### config.mk
export PLATFORM = sky130hd
export DESIGN_NAME = ds_operand_stage_flat
export DESIGN_NICKNAME = d
export VERILOG_FILES = /design/src/rtl/ds_operand_stage_pkg.sv /design/src/rtl/ds_operand_stage_if.sv /design/src/rtl/ds_fwd_select.sv /design/src/rtl/ds_operand_stage.sv /design/src/flat_wrapper.sv
export SDC_FILE = /design/constraint.sdc
export NUM_CORES = 1
export LEC_CHECK = 0
export BUFFER_PORTS_ARGS = -buffer_cell sky130_fd_sc_hd__buf_2
export CAP_MARGIN = 25
export CELL_PAD_IN_SITES_DETAIL_PLACEMENT = 1
export CELL_PAD_IN_SITES_GLOBAL_PLACEMENT = 1
export CORE_ASPECT_RATIO = 0.5
export CORE_MARGIN = 2
export CORE_UTILIZATION = 33
export CTS_CLUSTER_SIZE = 20
export DETAILED_ROUTE_END_ITERATION = 8
export PLACE_DENSITY = 0.85
export SLEW_MARGIN = 5
export SYNTH_ARGS = -nofsm -noshare
export SYNTH_HDL_FRONTEND = slang
export SYNTH_HIERARCHICAL = 1
export SYNTH_SLANG_ARGS = --single-unit
### constraint.sdc
create_clock -name clk -period 7.2 [get_ports clk]
set_clock_uncertainty 0.05 [all_clocks]
set_input_delay 1.08 -clock clk [delete_from_list [all_inputs] [get_ports clk]]
set_output_delay 1.08 -clock clk [all_outputs]
set_load 0.05 [all_outputs]
### src/rtl/ds_operand_stage_pkg.sv
// Shared widths and IF->ID bus layout for the decode-stage operand logic.
// IF packs with pack_fs_bus() so both stages agree on the field order.
package ds_operand_stage_pkg;

    localparam int DS_XLEN      = 32;
    localparam int INST_W       = 32;
    localparam int DS_FS_W      = INST_W + DS_XLEN;
    localparam int REG_AW       = 5;

    // Bus ordering {inst, pc}: pc in the low bits, inst directly above it.
    localparam int BUS_PC_LSB   = 0;
    localparam int BUS_INST_LSB = BUS_PC_LSB + DS_XLEN;

    function automatic logic [DS_FS_W-1:0] pack_fs_bus(input logic [INST_W-1:0]  inst,
                                                       input logic [DS_XLEN-1:0] pc);
        logic [DS_FS_W-1:0] bus;
        bus = '0;
        bus[BUS_INST_LSB +: INST_W] = inst;
        bus[BUS_PC_LSB +: DS_XLEN]  = pc;
        return bus;
    endfunction

endpackage

### src/rtl/ds_operand_stage_if.sv
// IF->ID hand-off: valid/allow_in handshake plus the packed {inst, pc} bus.
interface ds_operand_stage_if #(
    parameter int FS_W = ds_operand_stage_pkg::DS_FS_W
);
    import ds_operand_stage_pkg::*;

    logic            fs_to_ds_valid;
    logic            ds_allow_in;
    logic [FS_W-1:0] fs_to_ds_bus;

    modport master (output fs_to_ds_valid, output fs_to_ds_bus, input ds_allow_in);
    modport slave  (input fs_to_ds_valid, input fs_to_ds_bus, output ds_allow_in);

endinterface

### src/rtl/ds_fwd_select.sv
// Per-operand forwarding scan: the youngest matching producer wins, and if it
// is not ready yet the operand stalls even when an older producer is ready.
module ds_fwd_select
    import ds_operand_stage_pkg::*;
#(
    parameter int NUM_FWD = 3,
    parameter int XLEN    = DS_XLEN
) (
    input  logic [REG_AW-1:0]         addr,
    input  logic                      used,
    input  logic [NUM_FWD-1:0]        fwd_we,
    input  logic [REG_AW*NUM_FWD-1:0] fwd_dest,
    input  logic [XLEN*NUM_FWD-1:0]   fwd_wdata,
    input  logic [NUM_FWD-1:0]        fwd_ready,
    input  logic [XLEN-1:0]           rf_rdata,
    output logic [XLEN-1:0]           value,
    output logic                      stall
);

    logic [NUM_FWD-1:0] hit;
    logic               found;

    generate
        for (genvar gi = 0; gi < NUM_FWD; gi++) begin : g_hit
            assign hit[gi] = used & fwd_we[gi] & (addr != '0)
                           & (fwd_dest[gi*REG_AW +: REG_AW] == addr);
        end
    endgenerate

    always_comb begin
        value = rf_rdata;
        stall = 1'b0;
        found = 1'b0;
        for (int i = 0; i < NUM_FWD; i++) begin
            if (hit[i] && !found) begin
                found = 1'b1;
                stall = ~fwd_ready[i];
                value = fwd_ready[i] ? fwd_wdata[i*XLEN +: XLEN] : '0;
            end
        end
        // r0 reads as zero no matter what the regfile or producers say.
        if (addr == '0) begin
            value = '0;
        end
    end

endmodule

### src/rtl/ds_operand_stage.sv
// Decode stage: IF->ID pipeline register, operand hazard resolution against
// NUM_FWD producers, branch cancel on departure, and a saturating stall counter.
module ds_operand_stage
    import ds_operand_stage_pkg::*;
#(
    parameter int XLEN        = DS_XLEN,
    parameter int FS_W        = DS_FS_W,
    parameter int NUM_FWD     = 3,
    parameter int STALL_CNT_W = 32
) (
    input  logic                      clk,
    input  logic                      resetn,
    ds_operand_stage_if.slave         fs_if,
    output logic [INST_W-1:0]         ds_inst,
    output logic [XLEN-1:0]           ds_pc,
    output logic                      ds_valid,
    input  logic [REG_AW-1:0]         rs1_addr,
    input  logic [REG_AW-1:0]         rs2_addr,
    input  logic                      rs1_used,
    input  logic                      rs2_used,
    input  logic [XLEN-1:0]           rf_rdata1,
    input  logic [XLEN-1:0]           rf_rdata2,
    input  logic [NUM_FWD-1:0]        fwd_we,
    input  logic [REG_AW*NUM_FWD-1:0] fwd_dest,
    input  logic [XLEN*NUM_FWD-1:0]   fwd_wdata,
    input  logic [NUM_FWD-1:0]        fwd_ready,
    output logic [XLEN-1:0]           rs1_value,
    output logic [XLEN-1:0]           rs2_value,
    input  logic                      br_taken_in,
    output logic                      br_cancel,
    input  logic                      es_allow_in,
    output logic                      ds_to_es_valid,
    input  logic                      flush,
    output logic [STALL_CNT_W-1:0]    stall_cnt
);

    localparam int INST_LSB = BUS_PC_LSB + XLEN;

    logic [FS_W-1:0]        fs_bus_reg;
    logic                   ds_valid_reg;
    logic                   ds_valid_next;
    logic [STALL_CNT_W-1:0] stall_cnt_reg;
    logic                   stall_1;
    logic                   stall_2;
    logic                   stall;
    logic                   ds_ready_go;
    logic                   allow_in;

    ds_fwd_select #(.NUM_FWD(NUM_FWD), .XLEN(XLEN)) u_fwd_rs1 (
        .addr      (rs1_addr),
        .used      (rs1_used),
        .fwd_we    (fwd_we),
        .fwd_dest  (fwd_dest),
        .fwd_wdata (fwd_wdata),
        .fwd_ready (fwd_ready),
        .rf_rdata  (rf_rdata1),
        .value     (rs1_value),
        .stall     (stall_1)
    );

    ds_fwd_select #(.NUM_FWD(NUM_FWD), .XLEN(XLEN)) u_fwd_rs2 (
        .addr      (rs2_addr),
        .used      (rs2_used),
        .fwd_we    (fwd_we),
        .fwd_dest  (fwd_dest),
        .fwd_wdata (fwd_wdata),
        .fwd_ready (fwd_ready),
        .rf_rdata  (rf_rdata2),
        .value     (rs2_value),
        .stall     (stall_2)
    );

    assign stall          = ds_valid_reg & (stall_1 | stall_2);
    assign ds_ready_go    = ~stall;
    assign allow_in       = ~ds_valid_reg | (ds_ready_go & es_allow_in);
    assign ds_to_es_valid = ds_valid_reg & ds_ready_go & ~flush;
    // Cancel only on the cycle the branch actually leaves ID.
    assign br_cancel      = ds_valid_reg & br_taken_in & ds_ready_go & es_allow_in & ~flush;

    assign fs_if.ds_allow_in = allow_in;
    assign ds_valid          = ds_valid_reg;
    assign ds_inst           = fs_bus_reg[INST_LSB +: INST_W];
    assign ds_pc             = fs_bus_reg[BUS_PC_LSB +: XLEN];
    assign stall_cnt         = stall_cnt_reg;

    always_comb begin
        ds_valid_next = ds_valid_reg;
        if (flush) begin
            ds_valid_next = 1'b0;
        end else if (br_cancel) begin
            ds_valid_next = 1'b0;
        end else if (allow_in) begin
            ds_valid_next = fs_if.fs_to_ds_valid;
        end
    end

    always_ff @(posedge clk) begin
        if (!resetn) begin
            fs_bus_reg    <= '0;
            ds_valid_reg  <= 1'b0;
            stall_cnt_reg <= '0;
        end else begin
            // Loads even under flush/cancel; ds_valid decides whether it lives.
            if (fs_if.fs_to_ds_valid && allow_in) begin
                fs_bus_reg <= fs_if.fs_to_ds_bus;
            end
            ds_valid_reg <= ds_valid_next;
            if (stall && !(&stall_cnt_reg)) begin
                stall_cnt_reg <= stall_cnt_reg + {{(STALL_CNT_W-1){1'b0}}, 1'b1};
            end
        end
    end

endmodule

### src/flat_wrapper.sv
// flat-port wrapper written by rule: the top's interface ports become plain ports
module ds_operand_stage_flat import ds_operand_stage_pkg::*;
#(
    parameter int XLEN        = DS_XLEN,
    parameter int FS_W        = DS_FS_W,
    parameter int NUM_FWD     = 3,
    parameter int STALL_CNT_W = 32
)
  (clk, resetn, ds_inst, ds_pc, ds_valid, rs1_addr, rs2_addr, rs1_used, rs2_used, rf_rdata1, rf_rdata2, fwd_we, fwd_dest, fwd_wdata, fwd_ready, rs1_value, rs2_value, br_taken_in, br_cancel, es_allow_in, ds_to_es_valid, flush, stall_cnt, fs_if_fs_to_ds_valid, fs_if_fs_to_ds_bus, fs_if_ds_allow_in);
  ds_operand_stage_if #(.FS_W(FS_W)) fs_if_i ();
  input  logic clk;
  input  logic resetn;
  output logic [INST_W-1:0] ds_inst;
  output logic [XLEN-1:0] ds_pc;
  output logic ds_valid;
  input  logic [REG_AW-1:0] rs1_addr;
  input  logic [REG_AW-1:0] rs2_addr;
  input  logic rs1_used;
  input  logic rs2_used;
  input  logic [XLEN-1:0] rf_rdata1;
  input  logic [XLEN-1:0] rf_rdata2;
  input  logic [NUM_FWD-1:0] fwd_we;
  input  logic [REG_AW*NUM_FWD-1:0] fwd_dest;
  input  logic [XLEN*NUM_FWD-1:0] fwd_wdata;
  input  logic [NUM_FWD-1:0] fwd_ready;
  output logic [XLEN-1:0] rs1_value;
  output logic [XLEN-1:0] rs2_value;
  input  logic br_taken_in;
  output logic br_cancel;
  input  logic es_allow_in;
  output logic ds_to_es_valid;
  input  logic flush;
  output logic [STALL_CNT_W-1:0] stall_cnt;
  input wire logic [$bits(fs_if_i.fs_to_ds_valid)-1:0] fs_if_fs_to_ds_valid;
  input wire logic [$bits(fs_if_i.fs_to_ds_bus)-1:0] fs_if_fs_to_ds_bus;
  output wire logic [$bits(fs_if_i.ds_allow_in)-1:0] fs_if_ds_allow_in;
  assign fs_if_i.fs_to_ds_valid = fs_if_fs_to_ds_valid;
  assign fs_if_i.fs_to_ds_bus = fs_if_fs_to_ds_bus;
  assign fs_if_ds_allow_in = fs_if_i.ds_allow_in;
  ds_operand_stage #(.XLEN(XLEN), .FS_W(FS_W), .NUM_FWD(NUM_FWD), .STALL_CNT_W(STALL_CNT_W)) u_core (.clk(clk), .resetn(resetn), .fs_if(fs_if_i), .ds_inst(ds_inst), .ds_pc(ds_pc), .ds_valid(ds_valid), .rs1_addr(rs1_addr), .rs2_addr(rs2_addr), .rs1_used(rs1_used), .rs2_used(rs2_used), .rf_rdata1(rf_rdata1), .rf_rdata2(rf_rdata2), .fwd_we(fwd_we), .fwd_dest(fwd_dest), .fwd_wdata(fwd_wdata), .fwd_ready(fwd_ready), .rs1_value(rs1_value), .rs2_value(rs2_value), .br_taken_in(br_taken_in), .br_cancel(br_cancel), .es_allow_in(es_allow_in), .ds_to_es_valid(ds_to_es_valid), .flush(flush), .stall_cnt(stall_cnt));
endmodule
==> summary.txt, run 1 <==
Die
  – I/O pin count: 427
  – Die H: 109.3 µm
  – Initial Util: 0.3369
  – Row count: 38
  – Die Wd: between 200 and 250 µm
  – Core footprint: roughly 22000 µm²
  – Die area: 23460 µm²

STA
  – Final hold violation count: 0
  – Setup ws final: ~1900 ps
  – Setup TNS: 0 ps
  – Final setup vio count: 0
  – Final Slew Violations: 0
  – FMAX: 0.1903 GHz
  – Worst Tran Pin Value: ~950 ps
  – Slew HR: 0.3697
  – Crit share post-route: 0.7300
  – Unrepaired setup endpoints after global routing: false
  – Tmin final: about 5300 ps

Global routing
  – GRT Overall Usage: 0.2817
  – First-pass GRT wire length: ~53000 µm
  – Initial antenna violation count: 9
  – Vias in the first global route: around 9.5k
  – Grt ovf: 0
  – Largest net degree at the start of global routing: 84

Clocking
  – Clk pin slew, worst setup/hold paths: about 60 ps
  – Post-CTS setup buffer count: 0
  – Clk buf depth: 2
  – Root Driver: clkbuf_16
  – TritonCTS sink count: slightly below 100
  – # resized after CTS: 0
  – TritonCTS buffer count: 9
  – Hold buffer count at CTS: 0
  – Worst-Skew Late Latency: about 340 ps
  – H-Tree Depth: 3
  – CTS tree: yes

Critical path
  – CP startpoint kind: primary input
  – CP bufs+invs: 3
  – CP endpoint kind: output port
  – CP top delay family: simple AND/OR/NAND/NOR gates
  – FF-to-FF Start: u_core/stall_cnt[11]$_SDFFE_PN0P_
  – Most frequent cell on the critical path: buf_2
  – Critical Path, Cell by Cell: buf_2 -> or4_1 -> nor2_4 -> or3_1 -> buf_4 -> a32oi_1 -> a221oi_1 -> buf_2
  – CP arrival: about 4100 ps
  – Worst setup path category: primary input to output port
  – Crit path max-delay cell type: or4_1
  – Crit path largest cell delay: about 660 ps
  – CP startpoint: rs2_addr[0]
  – CP Max Fanout: 17
  – Worst path required time: between 6000 and 7000 ps

Place
  – Final RePlAce weighted congestion: 0.9996
  – Hpwl dp: around 26000 µm
  – Post-Place Worst Slack: approximately 1900 ps
  – I/O Buffers: roughly 430

Power and ir drop
  – Peak VDD IR: between 0.0001 and 0.00015 V
  – Pwr/cell area: 162.2 nW/µm²
  – Power Total: roughly 1.6 mW
  – Static Leakage: between 4 and 5 nW

Routing
  – WL per Instance: ~21 µm
  – Number of remaining DRC errors: 0
  – Routed WL: roughly 35000 µm
  – Detail Route Antenna Nets: 0
  – Pre-antenna DRT Iters: 8
  – DR vias: approximately 9.4k
  – 1st-iter DRT viols: between 800 and 900
  – Drt via density: between 5 and 6

Yosys
  – Synthesized Nets: 1251
  – Mapped Cells: 987
  – Area leader, netlist: dfxtp_1
  – Post-Syn Area: between 7000 and 8000 µm²
  – Ys async rst share: 0
  – Cell variety after synth: 61
  – Largest cells by area after synthesis: dfxtp_1, nand2_1, nand3_1
  – Synthesized area per cell: roughly 7.4 µm²
  – Yosys warns: 6
  – Synthesized flop and latch total: just under 100
  – Dominant synthesized flop cell: dfxtp_1
  – Yosys top cell area share: 0.2653
  – Post-synth EDFFs: 0
  – Seq/Total Area, Yosys: 0.2653

Hold path
  – Hold_sp: u_core/fs_bus_reg[32]$_SDFFE_PN0P_
  – HP Class: flip-flop to flip-flop

Layout
  – Max reg flops: 64
  – Area Overhead vs Synth: 34.85%
  – Share of layout cells above drive strength 1: 0.4136
  – Fin nets: between 1.5k and 2k
  – Fillers: between 2k and 3k

Outcome
  – Status: finished, final reports clean

Flow run
  – Max-Cap Viols: 0
==> layout by cell type, fill, tap and decap left out, types with 9 or more instances in the layout <==
master	Yosys	final
a31oi_1	32	32
o21bai_1	33	33
a32oi_1	32	32
xor2_1	10	10
buf_2	20	426
xnor2_1	24	24
a31o_2	32	32
nand3_1	108	108
dfxtp_1	97	97
or3_1	16	16
o21ai_1	11	11
nor2_1	10	10
diode_2	0	9
a21oi_1	80	80
a221oi_2	20	20
a221oi_1	12	12
o21ai_0	33	33
nand2_1	215	214
buf_4	2	18
clkbuf_16	0	9
or4_1	9	9
==> layout make-up <==
class | count | area, µm² | share of cell area
Clock buffer | 11 | 232.7 | 0.02357
Clock inverter | 5 | 86.33 | 0.008745
Inverter | 8 | 30.03 | 0.003042
Timing Repair Buffer | 445 | 2287 | 0.2317
Tap cell | 300 | 375.4 | 0.03802
Antenna cell | 9 | 22.52 | 0.002281
Sequential cell | 97 | 1942 | 0.1967
Multi-Input combinational cell | 783 | 4896 | 0.4959
==> kinds of logic after synthesis <==
kind of cell,after synthesis,synth area share
xor gates and xnor gates,34,0.04068
buffers and inverters,107,0.07059
and+or+nand+nor,418,0.2815
muxes,2,0.002735
adders and majority gates,1,0.001709
DFF,97,0.2653
AOI/OAI and AO/OA,328,0.3375
==> synthesized netlist by cell type (6+ instances only) <==
cell and instances:
buf_2 20, nand4_1 8, clkbuf_1 62, xnor2_1 24, a31oi_1 32, nor3_1 6, dfxtp_1 97, buf_6 11
o21ai_1 11, xor2_1 10, nand3_1 108, nand2_1 215, or4_1 9, o211ai_1 6, a32oi_1 32, o21ai_0 33
a31o_2 32, a21oi_2 8, or3_1 16, and3_1 7, a221oi_1 12, o31ai_1 8, o21bai_1 33, a221oi_2 20
a21oi_1 80, nor2_1 10, inv_1 8
==> per-layer routing <==
layer | track usage | part of all wire | routed length [µm] | up-vias
met5 | 0 | 0 | 0 | -
met3 | 0.04703 | 0.062 | 2165 | 91
met2 | 0.4974 | 0.49 | 17200 | 393
met4 | 0.1404 | 0.037 | 1300 | 0
li1 | - | - | - | 4388
met1 | 0.3386 | 0.41 | 14410 | 4493
==> where the power goes <==
group | switching (mW) | internal, mW
Combinational | 0.361 | 0.153
Clock | 0.211 | 0.308
Sequential | 0.0106 | 0.558
Total | 0.583 | 1.02
==> worst reg2reg max path, delay by kind of cell, from the launching register on <==
family / cells / cell delay (ps)
compound gates: 1 / 50
flops: 1 / 520
simple gates: 4 / 1700
==> metrics by stage <==
stage,instance area [µm²],cells,hold slack [ps],utilization
3_3_place_gp,9510,1632,389.1,0.4377
5_1_grt,9869,1657,426.6,0.4542
2_1_floorplan,7321,987,625.3,-
3_5_place_dp,9530,1633,396.4,0.4386
4_1_cts,9849,1649,406.7,0.4533
6_report,9872,1658,402.6,0.4543
==> final timing paths <==
path                                                      endpoint  slack [ps]  cells past startpoint
worst max register to register    u_core/stall_cnt[1]$_SDFFE_PN0P_        4720                      5
worst min register to register  u_core/fs_bus_reg[32]$_SDFFE_PN0P_         400                      2
worst max-delay path                                  rs2_value[6]        1940                      8
worst min-delay path            u_core/fs_bus_reg[32]$_SDFFE_PN0P_         400                      2
Note: power is estimated with default switching activity, not from simulation.
==> inputs of run 2 (changes only) <==
--- a/config.mk
+++ b/config.mk
@@ -5,16 +5,17 @@
 export SDC_FILE = /design/constraint.sdc
 export NUM_CORES = 1
 export LEC_CHECK = 0
+export ABC_AREA = 1
 export BUFFER_PORTS_ARGS = -buffer_cell sky130_fd_sc_hd__buf_2
 export CAP_MARGIN = 25
 export CELL_PAD_IN_SITES_DETAIL_PLACEMENT = 1
 export CELL_PAD_IN_SITES_GLOBAL_PLACEMENT = 1
 export CORE_ASPECT_RATIO = 0.5
 export CORE_MARGIN = 2
-export CORE_UTILIZATION = 33
+export CORE_UTILIZATION = 27
 export CTS_CLUSTER_SIZE = 20
 export DETAILED_ROUTE_END_ITERATION = 8
-export PLACE_DENSITY = 0.85
+export PLACE_DENSITY = 0.75
 export SLEW_MARGIN = 5
 export SYNTH_ARGS = -nofsm -noshare
 export SYNTH_HDL_FRONTEND = slang
==> constraint.sdc (replaced) <==
create_clock -name clk -period 4.4 [get_ports clk]
set_clock_uncertainty 0.05 [all_clocks]
set_input_delay 0.66 -clock clk [delete_from_list [all_inputs] [get_ports clk]]
set_output_delay 0.66 -clock clk [all_outputs]
set_load 0.05 [all_outputs]
==> run 2 against run 1 <==
Effect of this change:
- combinational power grew 100%
- cell count grew 62%
- final area grew 23%
- critical path type unchanged
- sequential share of layout area shrank 3.6 points
- sequential cell count is the same
- highest routed layer unchanged
- global-route usage shrank 5.2 points
==> summary.txt, run 2 <==
Critical path
  – CP arrival: 2990 ps (-1140 ps)
  – Worst path required time: 3690 ps (-2380 ps)
  – Crit path largest cell delay: 510 ps (-150 ps)
  – Worst setup path category: primary input to output port
  – CP Max Fanout: 35 (+18)
  – Crit path max-delay cell type: inv_2
  – Critical Path, Cell by Cell: buf_2 -> nor2_1 -> nand2_1 -> nor2_4 -> nor2_8 -> nand2_4 -> nand2_1 -> inv_2 -> nor2_1 -> nor2_1 -> nor2_1 -> buf_2
  – Most frequent cell on the critical path: nor2_1
  – CP startpoint kind: primary input
  – CP endpoint kind: output port

Routing
  – Drt via density: 4.736 (-16%)
  – DR WL met2: 22450 µm (+30%)
  – WL met3: 1982 µm (-8.5%)
  – Number of remaining DRC errors: 0 (unchanged)
  – Routed WL: 44530 µm (+27%)
  – 1st-iter DRT viols: 723 (-9.9%)
  – Pre-antenna DRT Iters: 5 (-3)
  – WL per Instance: 16.54 µm (-22%)
  – DR vias: 12.75k (+36%)
  – Highest Signal Layer: met4
  – Detail Route Antenna Nets: 0 (unchanged)
  – Routed met1 length: 18880 µm (+31%)

Die
  – Row count: 48 (+26%)
  – Die H: 136.4 µm (+25%)
  – Die Wd: 268.9 µm (+25%)
  – I/O pin count: 427 (unchanged)
  – Die area: 36690 µm² (+56%)
  – Initial Util: 0.2743 (-0.06265)
  – Core footprint: 34530 µm² (+59%)

Global routing
  – Largest net degree at the start of global routing: 65 (-23%)
  – Initial antenna violation count: 5 (-4)
  – Vias in the first global route: 12.22k (+29%)
  – First-pass GRT wire length: 66360 µm (+26%)
  – GRT Overall Usage: 0.2294 (-0.05225)
  – Grt ovf: 0 (unchanged)

Yosys
  – Synthesized Nets: 2128 (+70%)
  – Post-synthesis compound-gate area fraction: 0.05297 (-0.2846)
  – Area leader, netlist: nand2_1
  – Synth cell count leaders: nand2_1, nor2_1, inv_1
  – Largest cells by area after synthesis: nand2_1, dfxtp_1, nor2_1
  – Yosys top cell area share: 0.2552 (-0.01004)
  – Post-Syn Area: 9472 µm² (+29%)
  – Mux contribution to synthesized area: 0 (-0.002735)
  – Most common cell in the netlist: nand2_1
  – Synthesized area per cell: 5.081 µm² (-31%)
  – Yosys warns: 6 (unchanged)
  – Dominant synthesized flop cell: dfxtp_1
  – Ys async rst share: 0 (unchanged)
  – Synth Area in Adders: 0.001321 (-0.0003881)
  – Mapped Cells: 1864 (+89%)
  – Simple-Gate Fraction of Synth Area: 0.5950 (+0.3135)
  – Main combinational cell family by area after synthesis: simple AND/OR/NAND/NOR gates
  – Synthesized flop and latch total: 97 (unchanged)
  – Cell variety after synth: 32 (-48%)
  – Seq/Total Area, Yosys: 0.2050 (-0.06023)
  – Synth Area in XOR/XNOR: 0.001849 (-0.03883)
  – Post-synth EDFFs: 0 (unchanged)

Clocking
  – Clk pin slew, worst setup/hold paths: 70 ps (about the same)
  – # resized after CTS: 0 (unchanged)
  – Hold buffer count at CTS: 0 (unchanged)
  – Root Driver: clkbuf_16
  – Clk buf depth: 2 (unchanged)
  – CTS tree: yes
  – TritonCTS sink count: 97 (unchanged)
  – H-Tree Depth: 3 (unchanged)
  – TritonCTS buffer count: 9 (unchanged)
  – Worst-Skew Late Latency: 350 ps (about the same)
  – Post-CTS setup buffer count: 0 (unchanged)

Layout
  – Most common cell after layout, fill and taps aside: nand2_1
  – Final core utilization: 0.3506 (-0.1037)
  – Area Overhead vs Synth: 27.83%
  – Max reg flops: 64 (unchanged)
  – Share of layout cells above drive strength 1: 0.2355 (-0.1781)
  – Commonest cells after routing, fill and taps aside: nand2_1, buf_2, nor2_1, inv_1, nand3_1
  – Fin nets: 2471 (+54%)

Place
  – Hpwl dp: 33500 µm (+27%)
  – Final RePlAce weighted congestion: 0.8935 (-11%)
  – I/O Buffers: 426 (unchanged)

STA
  – Worst Tran Pin Value: 941.3 ps (-4.227 ps)
  – Final setup vio count: 0 (unchanged)
  – Setup TNS: 0 ps (unchanged)
  – FMAX: ~0.27 GHz
  – Tmin final: 3697 ps
  – Final Slew Violations: 0 (unchanged)
  – Slew HR: 0.3725 (+0.002818)
  – Final hold violation count: 0 (unchanged)
  – Crit share post-route: 0.8403
  – Unrepaired setup endpoints after global routing: false

Outcome
  – Status: finished, final reports clean

Power and ir drop
  – Peak VDD IR: 0.0001560 V (+48%)
  – Static Leakage: 7.509 nW (+80%)
  – Pwr/cell area: 225.3 nW/µm² (+39%)

Hold path
  – HP Class: flip-flop to flip-flop

Flow run
  – Max-Cap Viols: 0 (unchanged)
[run 2: cell types whose count changed after synthesis, moves of 33 or more]
| cell | change |
|---|---|
| nand3_1 | +62 |
| nand4_1 | +61 |
| nand2_1 | +429 |
| o21bai_1 | -33 |
| inv_1 | +181 |
| buf_2 | +34 |
| nor2_1 | +404 |
| a21oi_1 | -59 |
[run 2: kinds of logic (layout without fill, tap and decap cells)]
| family | count (synthesis) | in the layout |
|---|---|---|
| other | 0 | 5 |
| and+or+nand+nor | 1343 | 1343 |
| adders and majority gates | 1 | 1 |
| AOI/OAI and AO/OA | 95 | 95 |
| DFF | 97 | 97 |
| xor gates and xnor gates | 2 | 2 |
| buffers and inverters | 326 | 674 |
[run 2: final cells by class]
type	instances	area [µm²]
clock buffer	10	229.0
sequential	97	1942
inverter	206	773.2
timing repair buffer	452	2340
multi-input combinational	1441	6167
tap	475	594.3
clock inverter	6	50.05
antenna	5	12.51
fill	4987	22430
[run 2: critical path, delay by kind of cell]
family        cells  cell delay [ps]
simple gates      9             1410
buf+inv           3              860
[run 2: final timing paths]
path | startpoint | endpoint | slack, ps | cells past startpoint
hold reg to reg | u_core/fs_bus_reg[34]$_SDFFE_PN0P_ | u_core/fs_bus_reg[34]$_SDFFE_PN0P_ | 430 | 2
hold / removal | u_core/fs_bus_reg[34]$_SDFFE_PN0P_ | u_core/fs_bus_reg[34]$_SDFFE_PN0P_ | 430 | 2
setup / recovery | rs1_addr[1] | rs1_value[9] | 700 | 12
setup reg to reg | u_core/stall_cnt[0]$_SDFFE_PN0P_ | u_core/stall_cnt[23]$_SDFFE_PN0P_ | 2150 | 9
[run 2: power by group]
| part | total, mW | leakage, nW | switching [mW] | internal, mW |
|---|---|---|---|---|
| clock network | 0.754 | 0.123 | 0.364 | 0.390 |
| registers | 0.944 | 0.798 | 0.0204 | 0.923 |
| logic | 1.03 | 6.59 | 0.754 | 0.276 |
[run 2: routing by layer]
metal  up-vias  GRT usage
met3        79    0.02409
met1      5958     0.2818
met4         0    0.08302
met2       296     0.4154
met5         -          0
li1       6415          -
[run 2: metrics by stage]
step | hold WS (ps) | cells | power, mW | instance area [µm²] | worst slack, ps
after global routing | 440.5 | 2690 | 2.886 | 12100 | 471.6
after floorplan | 652.2 | 1864 | 1.639 | 9472 | 1032
after detailed placement | 416.7 | 2671 | 1.998 | 11820 | 692.4
after global placement | 408.9 | 2670 | 1.984 | 11800 | 830.0
after CTS | 432.9 | 2687 | 2.759 | 12100 | 683.1
final | 428.3 | 2692 | 2.728 | 12110 | 702.6
